**config.mk**
```make
export PLATFORM = sky130hd
export DESIGN_NAME = nonce_dispatcher
export DESIGN_NICKNAME = d
export VERILOG_FILES = /design/src/rtl/bc_pkg.sv /design/src/rtl/nonce_beat_counter.sv /design/src/rtl/nonce_dispatcher.sv
export SDC_FILE = /design/constraint.sdc
export NUM_CORES = 1
export LEC_CHECK = 0
export ABC_AREA = 1
export BUFFER_PORTS_ARGS = -buffer_cell sky130_fd_sc_hd__buf_4
export CORE_UTILIZATION = 50
export DETAILED_ROUTE_END_ITERATION = 6
export GPL_TIMING_DRIVEN = 0
export PLACE_DENSITY = 0.71
export SLEW_MARGIN = 20
export SYNTH_ARGS = -nofsm -noshare
export SYNTH_HDL_FRONTEND = slang
export SYNTH_SLANG_ARGS = --single-unit
```
**constraint.sdc**
```tcl
create_clock -name clk -period 1.65 [get_ports clk]
set_input_delay 0.0825 -clock clk [delete_from_list [all_inputs] [get_ports clk]]
set_output_delay 0.0825 -clock clk [all_outputs]
set_load 0.01 [all_outputs]
```
**src/rtl/bc_pkg.sv**
```systemverilog
// Broadcast-stream definitions shared by the nonce dispatcher and the result decoder.
package bc_pkg;

    localparam int NONCE_W = 32;

    typedef enum logic [1:0] {
        IDLE,
        ISSUE,
        DONE
    } dispatch_state_t;

endpackage

```
**src/rtl/nonce_beat_counter.sv**
```systemverilog
// Beat index and nonce-base accumulator for the beat currently presented to the cores.
module nonce_beat_counter
    import bc_pkg::*;
#(
    parameter int                 NUM_CORES     = 10,
    parameter int                 BROADCAST_CNT = 100,
    parameter logic [NONCE_W-1:0] NONCE_START   = 32'h0
) (
    input  logic               clk,
    input  logic               rst,
    input  logic               load,
    input  logic               advance,
    output logic [NONCE_W-1:0] nonce_base,
    output logic               last
);

    localparam int CNT_W = $clog2(BROADCAST_CNT + 1);

    logic [CNT_W-1:0] beat_cnt;

    // NOTE: state registers use non-blocking assignments so every flop samples pre-edge values.
    always_ff @(posedge clk or posedge rst) begin
        if (rst) begin
            beat_cnt   <= '0;
            nonce_base <= NONCE_START;
        end else if (load) begin
            beat_cnt   <= '0;
            nonce_base <= NONCE_START;
        end else if (advance) begin
            beat_cnt   <= beat_cnt + CNT_W'(1);
            // The accumulator wraps modulo 2^32 by design.
            nonce_base <= nonce_base + NONCE_W'(NUM_CORES);
        end
    end

    assign last = (beat_cnt == CNT_W'(BROADCAST_CNT - 1));

endmodule

```
**src/rtl/nonce_dispatcher.sv**
```systemverilog
// Sends one block's nonce search space to the core array as a valid/ready beat stream.
module nonce_dispatcher
    import bc_pkg::*;
#(
    parameter int                 NUM_CORES     = 10,
    parameter int                 BROADCAST_CNT = 100,
    parameter logic [NONCE_W-1:0] NONCE_START   = 32'h0
) (
    input  logic               clk,
    input  logic               rst,
    input  logic               newblock_i,
    input  logic               abort_i,
    input  logic               ready_i,
    output logic               valid_o,
    output logic               newblock_o,
    output logic [NONCE_W-1:0] nonce_base_o,
    output logic               busy_o,
    output logic               done_o
);

    dispatch_state_t state, state_next;
    logic            load;
    logic            advance;
    logic            last;
    logic            xfer;
    logic            newblock_next;

    assign xfer = valid_o & ready_i;

    // The accumulator register itself drives nonce_base_o, so the output stays registered.
    nonce_beat_counter #(
        .NUM_CORES    (NUM_CORES),
        .BROADCAST_CNT(BROADCAST_CNT),
        .NONCE_START  (NONCE_START)
    ) u_counter (
        .clk       (clk),
        .rst       (rst),
        .load      (load),
        .advance   (advance),
        .nonce_base(nonce_base_o),
        .last      (last)
    );

    // NOTE: every signal gets a default before the case so no latch is inferred.
    always_comb begin
        state_next = state;
        load       = 1'b0;
        advance    = 1'b0;
        case (state)
            IDLE: begin
                if (newblock_i) begin
                    state_next = ISSUE;
                    load       = 1'b1;
                end
            end
            ISSUE: begin
                // A restart abandons the current block silently; it outranks abort.
                if (newblock_i) begin
                    load = 1'b1;
                end else if (xfer && last) begin
                    state_next = DONE;
                end else begin
                    advance = xfer;
                    if (abort_i) state_next = DONE;
                end
            end
            DONE: begin
                if (newblock_i) begin
                    state_next = ISSUE;
                    load       = 1'b1;
                end else begin
                    state_next = IDLE;
                end
            end
            default: state_next = IDLE;
        endcase

        if (load)                                newblock_next = 1'b1;
        else if (state_next == ISSUE && !xfer)   newblock_next = newblock_o;
        else                                     newblock_next = 1'b0;
    end

    always_ff @(posedge clk or posedge rst) begin
        if (rst) begin
            state      <= IDLE;
            valid_o    <= 1'b0;
            newblock_o <= 1'b0;
            busy_o     <= 1'b0;
            done_o     <= 1'b0;
        end else begin
            state      <= state_next;
            valid_o    <= (state_next == ISSUE);
            newblock_o <= newblock_next;
            busy_o     <= (state_next == ISSUE);
            done_o     <= (state_next == DONE);
        end
    end

endmodule
```
# After elaboration in Yosys (flattened, before gate mapping)
# Cells that the tools add are included.
# classes
n_addsub	2
n_eq_ne	6
muxes	17
n_bitwise	1
n_reduce_logical	6
# ops
op	count
$mux W32	2
$add A32 B4 Y32 const B	1
$mux W7	2
$mux W1	8
$mux W2	4
$add A7 B1 Y7 const B	1
$eq A7 B7 Y1 const B	1
$pmux W2 S3	1
$eq A2 B1 Y1 const B	2
$eq A2 B2 Y1 const B	2
$reduce_or A3 Y1	1
$logic_and A1 B1 Y1	2
$logic_not A2 Y1	1
$ne A2 B2 Y1 const B	1
$reduce_bool A2 Y1	1
$and A1 B1 Y1	1
$logic_not A1 Y1	1
# word_totals
reg_bits	44
output_inout_bits	36
word_cells	38

# Longest topological paths before layout
# Gate-level depths: netlist of the first run.
# logic_depth
depth_word	9
mapped_depth	11
mapped_depth_nobuf	11

# Hierarchy
# A second synthesis of the first run with hierarchy kept.
# hier_totals
hier_cells	339
area_unflattened_um2	2517.4
# by_module_without_submodules
module	instances	cells_each	area_per_inst_um2	seq_area_each_um2
nonce_beat_counter	1	316	2292.2	950.9
nonce_dispatcher	1	23	225.2	125.1

# Worst setup path before layout of the first run
# No wires, ideal clock.
# synth_path
kind	reg-to-reg
start	register u_counter.beat_cnt[0]
end	register u_counter.nonce_base[17]
arrival_time_ns	1.368
setup_slack_ns	0.164
path_stages_with_launch	10
period_less_slack_ns	1.486
path_cell_list	dfrtp_1 > ha_1 > nand2_4 > nor2_8 > inv_4 > nand2_8 > nand2_8 > buf_12 > nand4_1 > nand2_1
# synth_via
elab_chain_len	6
# synth_rtl
item	line_no	rtl
from (decl)	nonce_beat_counter.sv:19	logic [CNT_W-1:0] beat_cnt;
from (signal assigned)	nonce_beat_counter.sv:30	beat_cnt <= beat_cnt + CNT_W'(1);
$eq A7 B7 Y1	nonce_beat_counter.sv:36	assign last = (beat_cnt == CNT_W'(BROADCAST_CNT - 1));
$logic_and A1 B1 Y1	nonce_dispatcher.sv:60	end else if (xfer && last) begin
$mux W1	nonce_dispatcher.sv:60	
$mux W1	nonce_dispatcher.sv:58	if (newblock_i) begin
$mux W1	nonce_dispatcher.sv:49	case (state)
$reduce_bool A2 Y1 (no source line)	n/a	
to (signal assigned)	nonce_beat_counter.sv:32	nonce_base <= nonce_base + NONCE_W'(NUM_CORES);
to (decl)	nonce_beat_counter.sv:13	output logic [NONCE_W-1:0] nonce_base,
# Every way passes these cells.
# A chain may end at the register's enable or synchronous reset.

# Worst setup path after layout of the first run
# layout_path
start	register u_counter.beat_cnt[1]
end	register u_counter.nonce_base[17]
# Same word-level chain as after synthesis.

==> results of run 1 <==
flip-flops by register name, indices dropped and copies added, names as in the netlist:
signal                cells
busy_o                    1
newblock_o                1
u_counter.nonce_base     31
done_o                    1
u_counter.beat_cnt        7
state                     2
per-stage QoR:
stage | utilization (%) | worst slack, ns
finish | 64.6 | 0.103
global route | 64.6 | -0.00339
CTS | 63.3 | 0.00228
detailed placement | 60.6 | -0.0214
global placement | 60.2 | -0.0904
floorplan | - | 0.164
layout by cell type, fill, tap and decap left out, drive strengths merged:
master | Yosys | final
and3 | 2 | 2
xnor2 | 1 | 1
inv | 45 | 46
dlygate4sd3 | 0 | 1
bufinv | 0 | 1
conb | 1 | 1
nor3b | 3 | 3
ha | 2 | 2
clkbuf | 0 | 5
o21bai | 1 | 1
xor2 | 2 | 2
buf | 9 | 56
nand3 | 17 | 17
dfrtp | 43 | 43
nand4 | 19 | 19
nor2 | 76 | 76
clkinv | 1 | 2
a21oi | 10 | 10
a22o | 2 | 2
nor3 | 5 | 5
o21a | 1 | 1
nand2 | 128 | 128
o31ai | 1 | 1
o21ai | 17 | 17
cell type report:
type	count	area, um^2	share of cell area, %
sequential	43	1080	31.8
inverter	46	176	5.21
timing repair buffer	48	375	11.1
buffer	9	78.8	2.33
tap	70	87.6	2.59
clock buffer	5	68.8	2.03
clock inverter	3	47.5	1.41
multi-input combinational	288	1470	43.5
cells by family (layout without fill, tap and decap cells):
group,after synthesis,count (layout)
other,1,1
buffers and inverters,55,111
adder cells (fa/ha/maj),2,2
AO/OA/AOI/OAI,32,32
XOR/XNOR,3,3
AND/OR/NAND/NOR,250,250
flip-flops,43,43
worst reg2reg max path, stage by stage (launching register included):
cell and delay (ns):
dfrtp_1 0.37, ha_2 0.25, nand2_4 0.08, nor2_8 0.14, inv_4 0.06, nand2_8 0.11, nand2_8 0.09, buf_12 0.16
nand4_1 0.09, nand2_1 0.06
repair_timing:
item / 4_1_cts / 5_1_grt
setup buffers: 2 / 5
hold buffers: 1 / 0
endpoints found under the hold margin: 12 / 0
pin swaps: 0 / 1
resized for setup: 1 / 11
setup endpoints to repair: 5 / 16
path summary, 6_finish.rpt:
kind | from | endpoint | cells after the start
max | u_counter.beat_cnt[1]$_DFFE_PP0P_ | u_counter.nonce_base[17]$_DFFE_PP0P_ | 9
min | abort_i | state[1]$_DFF_PP0_ | 3
max reg2reg | u_counter.beat_cnt[1]$_DFFE_PP0P_ | u_counter.nonce_base[17]$_DFFE_PP0P_ | 9
min reg2reg | u_counter.nonce_base[29]$_DFFE_PP0P_ | u_counter.nonce_base[29]$_DFFE_PP0P_ | 2
max in group asynchronous | rst | u_counter.beat_cnt[0]$_DFFE_PP0P_ | 4
min in group asynchronous | rst | u_counter.nonce_base[20]$_DFFE_PP0P_ | 3
cells in the mapped netlist (3+ instances only):
cell type | n | share of area (%)
buf_4 | 3 | 0.81
a21oi_1 | 6 | 1.1
a21oi_2 | 3 | 0.95
nor2_4 | 4 | 1.6
nor2_2 | 3 | 0.68
dfrtp_1 | 43 | 39
o21ai_0 | 11 | 2.0
nor3_1 | 5 | 0.90
nor3b_1 | 3 | 0.81
nand3_1 | 15 | 2.7
nand4_1 | 19 | 4.3
inv_1 | 42 | 5.7
nand2_1 | 122 | 17
o21ai_2 | 5 | 1.6
nor2_1 | 67 | 9.1
power by group through the flow:
stage          sequential, mW  combinational [mW]  clock, mW
6_report                 1.13               0.419      0.870
5_1_grt                  1.14               0.461      0.936
4_1_cts                  1.14               0.366      0.895
3_5_place_dp             1.17               0.312          0
3_3_place_gp             1.17               0.299          0
2_1_floorplan            1.17               0.198          0
per-layer routing:
layer  vias to the layer above  part of all wire, %  GRT usage [%]
li1                       1322                    -              -
met2                        70                   46           40.3
met3                         9                  4.2           4.07
met1                      1249                   48           34.8
met4                         0                  1.3           7.31
met5                         -                    0              0
==> run summary, run 1 <==
The run finished with clean final reports. The minimum setup slack among reg-to-reg paths is 0.10 ns. The first-pass GRT wire length came out at 11800 um.

Along the worst path, the maximum fanout reaches 10. The final-stage net count came out at 448. Measured along the y axis, the die boundary spans 76.5 um. The number of filler cells placed in the layout is 480. The cell area after placement is 3170 um^2. The buffer levels on the longest clock path is 2. The die outline area came out at 5850 um^2. For this run, the leading register cell type out of synthesis is dfrtp_1. Input and output buffers added on the ports amount to 39. The setup TNS is 0 ns.

The proportion of total power due to net switching came out at 27.7%. Counting every sink on the clock net gives 43. The count of cells in the finished layout, fillers not included, comes to 512. Once layout is done, the placed cells without fillers occupy about 3400 um^2. The clock tree from TritonCTS is built. The time the final worst path needs with I/O delays and setup is 1.55 ns. The combinational family with the most area after synthesis is simple AND/OR/NAND/NOR gates. The clock root buffer master is clkbuf_8. The residual antenna-violating net count after detailed routing is 0. The data required time at the worst endpoint came out at ~1.8 ns. The final clock period utilization by the worst path came out at a little over nine tenths. The final weighted congestion in routability-driven placement is 0.867. The maximum level of the CTS H-tree came out at 2.

The max-slew violation count is 0. The post-route netlist has 23.8% of its cells at a drive strength greater than 1. Total power for the finished layout comes to between 2 and 2.5 mW. The detailed-route DRC error count came out at 0.

The clock share of power is 36.0%. The critical path goes through ha_2 -> nand2_4 -> nor2_8 -> inv_4 -> nand2_8 -> nand2_8 -> buf_12 -> nand4_1 -> nand2_1. The power density over the cells is ~710 nW/um^2.

The analysis attributes to cell leakage a power of around 1.6 nW. The number of vias per cell after detailed routing is 5.18. The source-to-sink clock delay at the later pin of the worst-skew pair is roughly 0.31 ns. For this run, the top clock speed supported by timing is 0.647 GHz. The total routing usage reported by global routing came out at 25.1%.

The final routed wire length divided by cell count is roughly 13 um. The share of the synthesized netlist area taken by xor and xnor gates came out at less than 1%. The sequential power share came out at 46.7%. The first-pass iteration count of the detailed router is 5.

The number of buffer and inverter stages on the critical path is 2. Setup repair after global routing could not meet its margin everywhere. After synthesis, the mean cell area works out to 7.18 um^2. The critical path is of the flop to flop type. The switching power came out at 671 uW.

The initialized floorplan defines 26 standard-cell rows. The residual overflow from global routing came out at 0. The complex-gate fraction of the synthesized area is ~7.8%. The number of enable-type register cells in the synthesized netlist came out at 0. STA classifies the critical path endpoint as a flop. The fraction of synthesis flops using an asynchronous set or reset pin is 100%. The most repeated library cell on the critical path is nand2_8. The count of inserted antenna diode cells is 0. The mapped netlist covers 2770 um^2.

The warning count from the yosys run came out at 0. The simple-gate area share of the yosys netlist is 42.2%. The detailed-placement wirelength estimate came out at roughly 5100 um. The final hold violation count is 0. Across the routed clock network, the largest skew measured is between 0.015 and 0.02 ns. The largest net degree at the start of global routing is 32. Synthesis produced a netlist with a net count of between 300 and 400.

After technology mapping, the gate count stands at 386. For this run, the slowest stage of the critical path takes roughly 0.37 ns. The via total after detailed routing came out at 2650. Max-cap violations in this run came to 0. The sequential fraction of the synthesis area is 38.8%. After synthesis the netlist holds a flip-flop and latch count of 43.

The number of top-level pins came out at 41. The via count of the first global-routing pass is between 2k and 3k. The largest individual stage delay along the critical path comes from the cell dfrtp_1. The layout-stage area growth over the synthesis result came out at 22.0%. The number of cells in the design after placement came out at 496. The worst-case IR drop observed on VDD is 0.504 mV.

The number of distinct standard cells referenced by the synthesized netlist came out at 39. The violation count after the first detailed-route iteration came out at approximately 220. The type of the most critical hold path is primary input to flop. The total length of routed wires came out at 6830 um.

The critical path arrival came out at 1.74 ns. The internal portion of total power came out at 1.75 mW. The kind of cell with the highest combined delay on the critical path is simple AND/OR/NAND/NOR gates. The number of buffers created by CTS came out at 5. The adder and majority gate portion of the synthesized area came out at less than 1%. The worst hold slack across all endpoints is a little over 0.07 ns.

The multiplexer fraction of the synthesized cell area came out at 0%. The clock-pin slew on the worst setup and hold paths is 0.10 ns. The total area inside the core boundary comes to 5240 um^2. The initial antenna violation count is 0. The fraction of power consumed by combinational cells is between 10% and 20%. The starting utilization of the core area is 52.9%. The die width is around 76 um. The number of setup violations in the final report came out at 0.

STA classifies the critical path startpoint as a flop.
No activity file was read; power rests on OpenSTA's default activity.
==> inputs of run 2 (changes only) <==
--- a/config.mk
+++ b/config.mk
@@ -8,6 +8,7 @@
 export ABC_AREA = 1
 export BUFFER_PORTS_ARGS = -buffer_cell sky130_fd_sc_hd__buf_4
 export CORE_UTILIZATION = 50
+export CTS_BUF_LIST = sky130_fd_sc_hd__clkbuf_8
 export DETAILED_ROUTE_END_ITERATION = 6
 export GPL_TIMING_DRIVEN = 0
 export PLACE_DENSITY = 0.71
==> constraint.sdc (replaced) <==
create_clock -name clk -period 1.6 [get_ports clk]
set_input_delay 0.08 -clock clk [delete_from_list [all_inputs] [get_ports clk]]
set_output_delay 0.08 -clock clk [all_outputs]
set_load 0.01 [all_outputs]
==> run 2 against run 1 <==
Compared with the run above:
- combinational power up 5.5%
- cell count increased by 0.78%
- utilization is 1.8 points higher
- clock power is 3.2% higher
- total power up 3.8%
- sequential power increased by 4%
- clock skew down 0.0019 ns
- wire length grew 2.9%
- setup slack worse by 0.071 ns
- count of clock-buffer cells in the layout stayed put
- critical path type unchanged
- largest cell class unchanged
- highest routed layer unchanged
==> run summary, run 2 (synthesized netlist as in run 1, its figures left out) <==
The violation count after the first detailed-route iteration came out at 206 (-4.6%). The largest net degree at the start of global routing is 32 (unchanged). The cell area after placement came out at 3170 um^2 (unchanged). The hold-critical path depth came out at 3 (unchanged). The clock-pin slew on the worst setup and hold paths is 0.10 ns (about the same). The first-pass iteration count of the detailed router came out at 4 (-1). The upper clock frequency limit is 0.638 GHz (-1.3%). The critical setup path kind is flop to flop. The flow ran to the end, and the final reports show no timing, DRC or antenna violations. In the final layout, the registers with the most flip-flops are u_counter.nonce_base: 31 flops, u_counter.beat_cnt: 7 flops, state: 2 flops. The via total after detailed routing came to 2715 (+2.5%). The power density over the cells is 722 nW/um^2 (+1.1%). The time the final worst path needs with I/O delays and setup came out at 1.57 ns (+0.0206 ns). The minimum setup slack in the final design came out at 0.0327 ns (-0.0706 ns).

The final routed wire length divided by cell count was 13.6 um (+2.1%). The largest voltage drop on the vdd net was 0.438 mV (-13%). The buffer levels on the longest clock path was 2 (unchanged). The number of stages on the worst setup path came to 10 (+1). The number of buffers created by CTS came out at 5 (unchanged). The number of cells in the design after placement is 496 (unchanged).

The clock root buffer master is clkbuf_8. The via count of the first global-routing pass came out at 2515 (-0.040%). The worst hold slack across all endpoints is 0.0674 ns (-0.00394 ns).

The source-to-sink clock delay at the later pin of the worst-skew pair is 0.31 ns (about the same). STA classifies the critical path startpoint as a flop. The starting utilization of the core area came to 52.9% (unchanged). The number of sinks handled by clock tree synthesis came out at 43 (unchanged). In the layout the commonest cells are nand2_1, nor2_1, buf_4. The area growth from synthesis to layout is 25.4%. Setup repair after global routing could not meet its margin everywhere.

TritonCTS built the clock tree. u_counter.nonce_base holds more flip-flops than any other register. The die extent in y came out at 76.5 um (unchanged). The final weighted congestion in routability-driven placement is 0.867 (unchanged). The die width came out at 76.5 um (unchanged). The maximum fanout encountered on the critical timing path was 9 (-1). The number of buffer and inverter stages on the critical path came out at 3 (+1). The worst slack after detailed placement came to -0.0714 ns (-0.0500 ns).

The count of inserted antenna diode cells is 0 (unchanged). The die outline area came to 5850 um^2 (unchanged). The count of buffers from port buffering is 39 (unchanged).

The detailed-placement wirelength estimate is 5060 um (unchanged). The max-slew violation count was 0 (unchanged). The library cell contributing the largest single delay on the critical path is dfrtp_1. The final cell count without fillers was 516 (+0.78%). The final-stage net count is 452 (+0.89%). The cell count of the worst reg-to-reg path came out at 10 (+1). The core area was 5240 um^2 (unchanged).

The residual overflow from global routing is 0 (unchanged). The data required time at the worst endpoint is 1.80 ns (-0.04 ns). The setup TNS came out at 0 ns (unchanged).

The total of max-cap violations is 0 (unchanged). The first-pass GRT wire length is 11800 um (+0.53%). The total length of routed wires came out at 7020 um (+2.9%). The setup clock skew after layout came out at 0.0142 ns (-0.00188 ns). The placement row count is 26 (unchanged).

The maximum level of the CTS H-tree is 2 (unchanged). The flip-flop count of the largest register, all copies and words added came to 31 (unchanged). The leakage power is 1.59 nW (+2.1%). The detailed-route DRC error count was 0 (unchanged). On the critical path the largest part of the delay comes from simple AND/OR/NAND/NOR gates. The fraction of layout cells with a size suffix above 1 came to 27.6% (+3.8 points). The initial antenna violation count came out at 0 (unchanged).

The signal on the critical path passes through buf_6 -> nor2_4 -> nand2_4 -> nor2_8 -> inv_4 -> nand2_8 -> nand2_8 -> buf_12 -> nand4_1 -> nand2_1. STA classifies the critical path endpoint as a flop. The number of top-level pins came to 41 (unchanged). The final hold violation count is 0 (unchanged).

The residual antenna-violating net count after detailed routing came out at 0 (unchanged). The total routing usage reported by global routing came to 25.2% (+0.10 points). The worst stage delay on the critical path is 0.39 ns (+0.02 ns). The number of setup violations in the final report is 0 (unchanged). The number of vias per cell after detailed routing came out at 5.26 (+1.7%). The final clock period utilization by the worst path is 98.0% (+4.2 points). In this design, the critical path's most frequently occurring cell is nand2_8.

The final design instance area without fill is 3480 um^2 (+2.7%). The most common library cell in the layout ignoring fill and taps is nand2_1. The path class of the tightest hold or removal check is primary input to flop. The critical path arrival came out at 1.76 ns (+0.02 ns).
## run 2: cell count changes in the layout (fill, tap and decap cells not counted)
| cell | change |
|---|---|
| nor2_2 | +6 |
| ha_2 | -1 |
| buf_4 | +3 |
| nor2_1 | -6 |
| ha_4 | +1 |
| o21ai_1 | +2 |
| nand2_4 | +1 |
| o21ai_0 | -2 |
| dfrtp_1 | -4 |
| clkbuf_16 | +1 |
| dfrtp_2 | +4 |
| nand2_2 | +3 |
| nand2_1 | -4 |
## run 2: worst reg2reg max path, delay by kind of cell, from the launching register on
kind / cells / cell delay, ns
simple gates: 7 / 0.72
flops: 1 / 0.39
buf+inv: 3 / 0.35
## run 2: report_power, final
part | internal, mW | leakage [nW] | total, mW | switching, mW
combinational | 0.203 | 0.951 | 0.442 | 0.239
sequential | 1.13 | 0.580 | 1.17 | 0.0404
clock | 0.474 | 0.0587 | 0.898 | 0.424
total | 1.81 | 1.59 | 2.51 | 0.703
## run 2: metal layers
| layer | vias up | wire length (um) | track usage [%] |
|---|---|---|---|
| met1 | 1284 | 3250 | 34.9 |
| met3 | 9 | 375 | 4.07 |
| li1 | 1339 | - | - |
| met2 | 83 | 3300 | 40.6 |
| met4 | 0 | 97 | 6.92 |
| met5 | - | 0 | 0 |
## run 2: path summary, 6_finish.rpt
kind	startpoint	to	slack, ns
min in group asynchronous	rst	u_counter.nonce_base[27]$_DFFE_PP0P_	0.28
worst max-delay path	u_counter.beat_cnt[2]$_DFFE_PP0P_	u_counter.nonce_base[17]$_DFFE_PP0P_	0.03
worst min register to register	newblock_o$_DFFE_PP0P_	newblock_o$_DFFE_PP0P_	0.57
worst max register to register	u_counter.beat_cnt[2]$_DFFE_PP0P_	u_counter.nonce_base[17]$_DFFE_PP0P_	0.03
worst min-delay path	abort_i	state[1]$_DFF_PP0_	0.07
max in group asynchronous	rst	u_counter.nonce_base[9]$_DFFE_PP0P_	0.85
## run 2: cell type report
class,instances,area (um^2)
Multi-Input combinational cell,288,1510
Inverter,46,176
Clock inverter,3,47.5
Timing Repair Buffer,52,423
Tap cell,70,87.6
Clock buffer,5,68.8
Sequential cell,43,1080
Fill cell,473,1760
Buffer,9,78.8
## run 2: metrics by stage
stage                     util, %  power [mW]
after detailed placement     60.6        1.53
after global routing         66.4        2.63
after global placement       60.2        1.52
after floorplan                 -        1.42
final                        66.4        2.51
after CTS                    63.8        2.51
## run 2: what timing repair did
item | CTS | global route
buffers inserted | 4 | 6
endpoints found under the hold margin | 12 | 0
cloned | 0 | 1
pin swaps | 1 | 5
setup endpoints to repair | 21 | 15
gates resized for setup | 2 | 30
hold buffers | 1 | 0
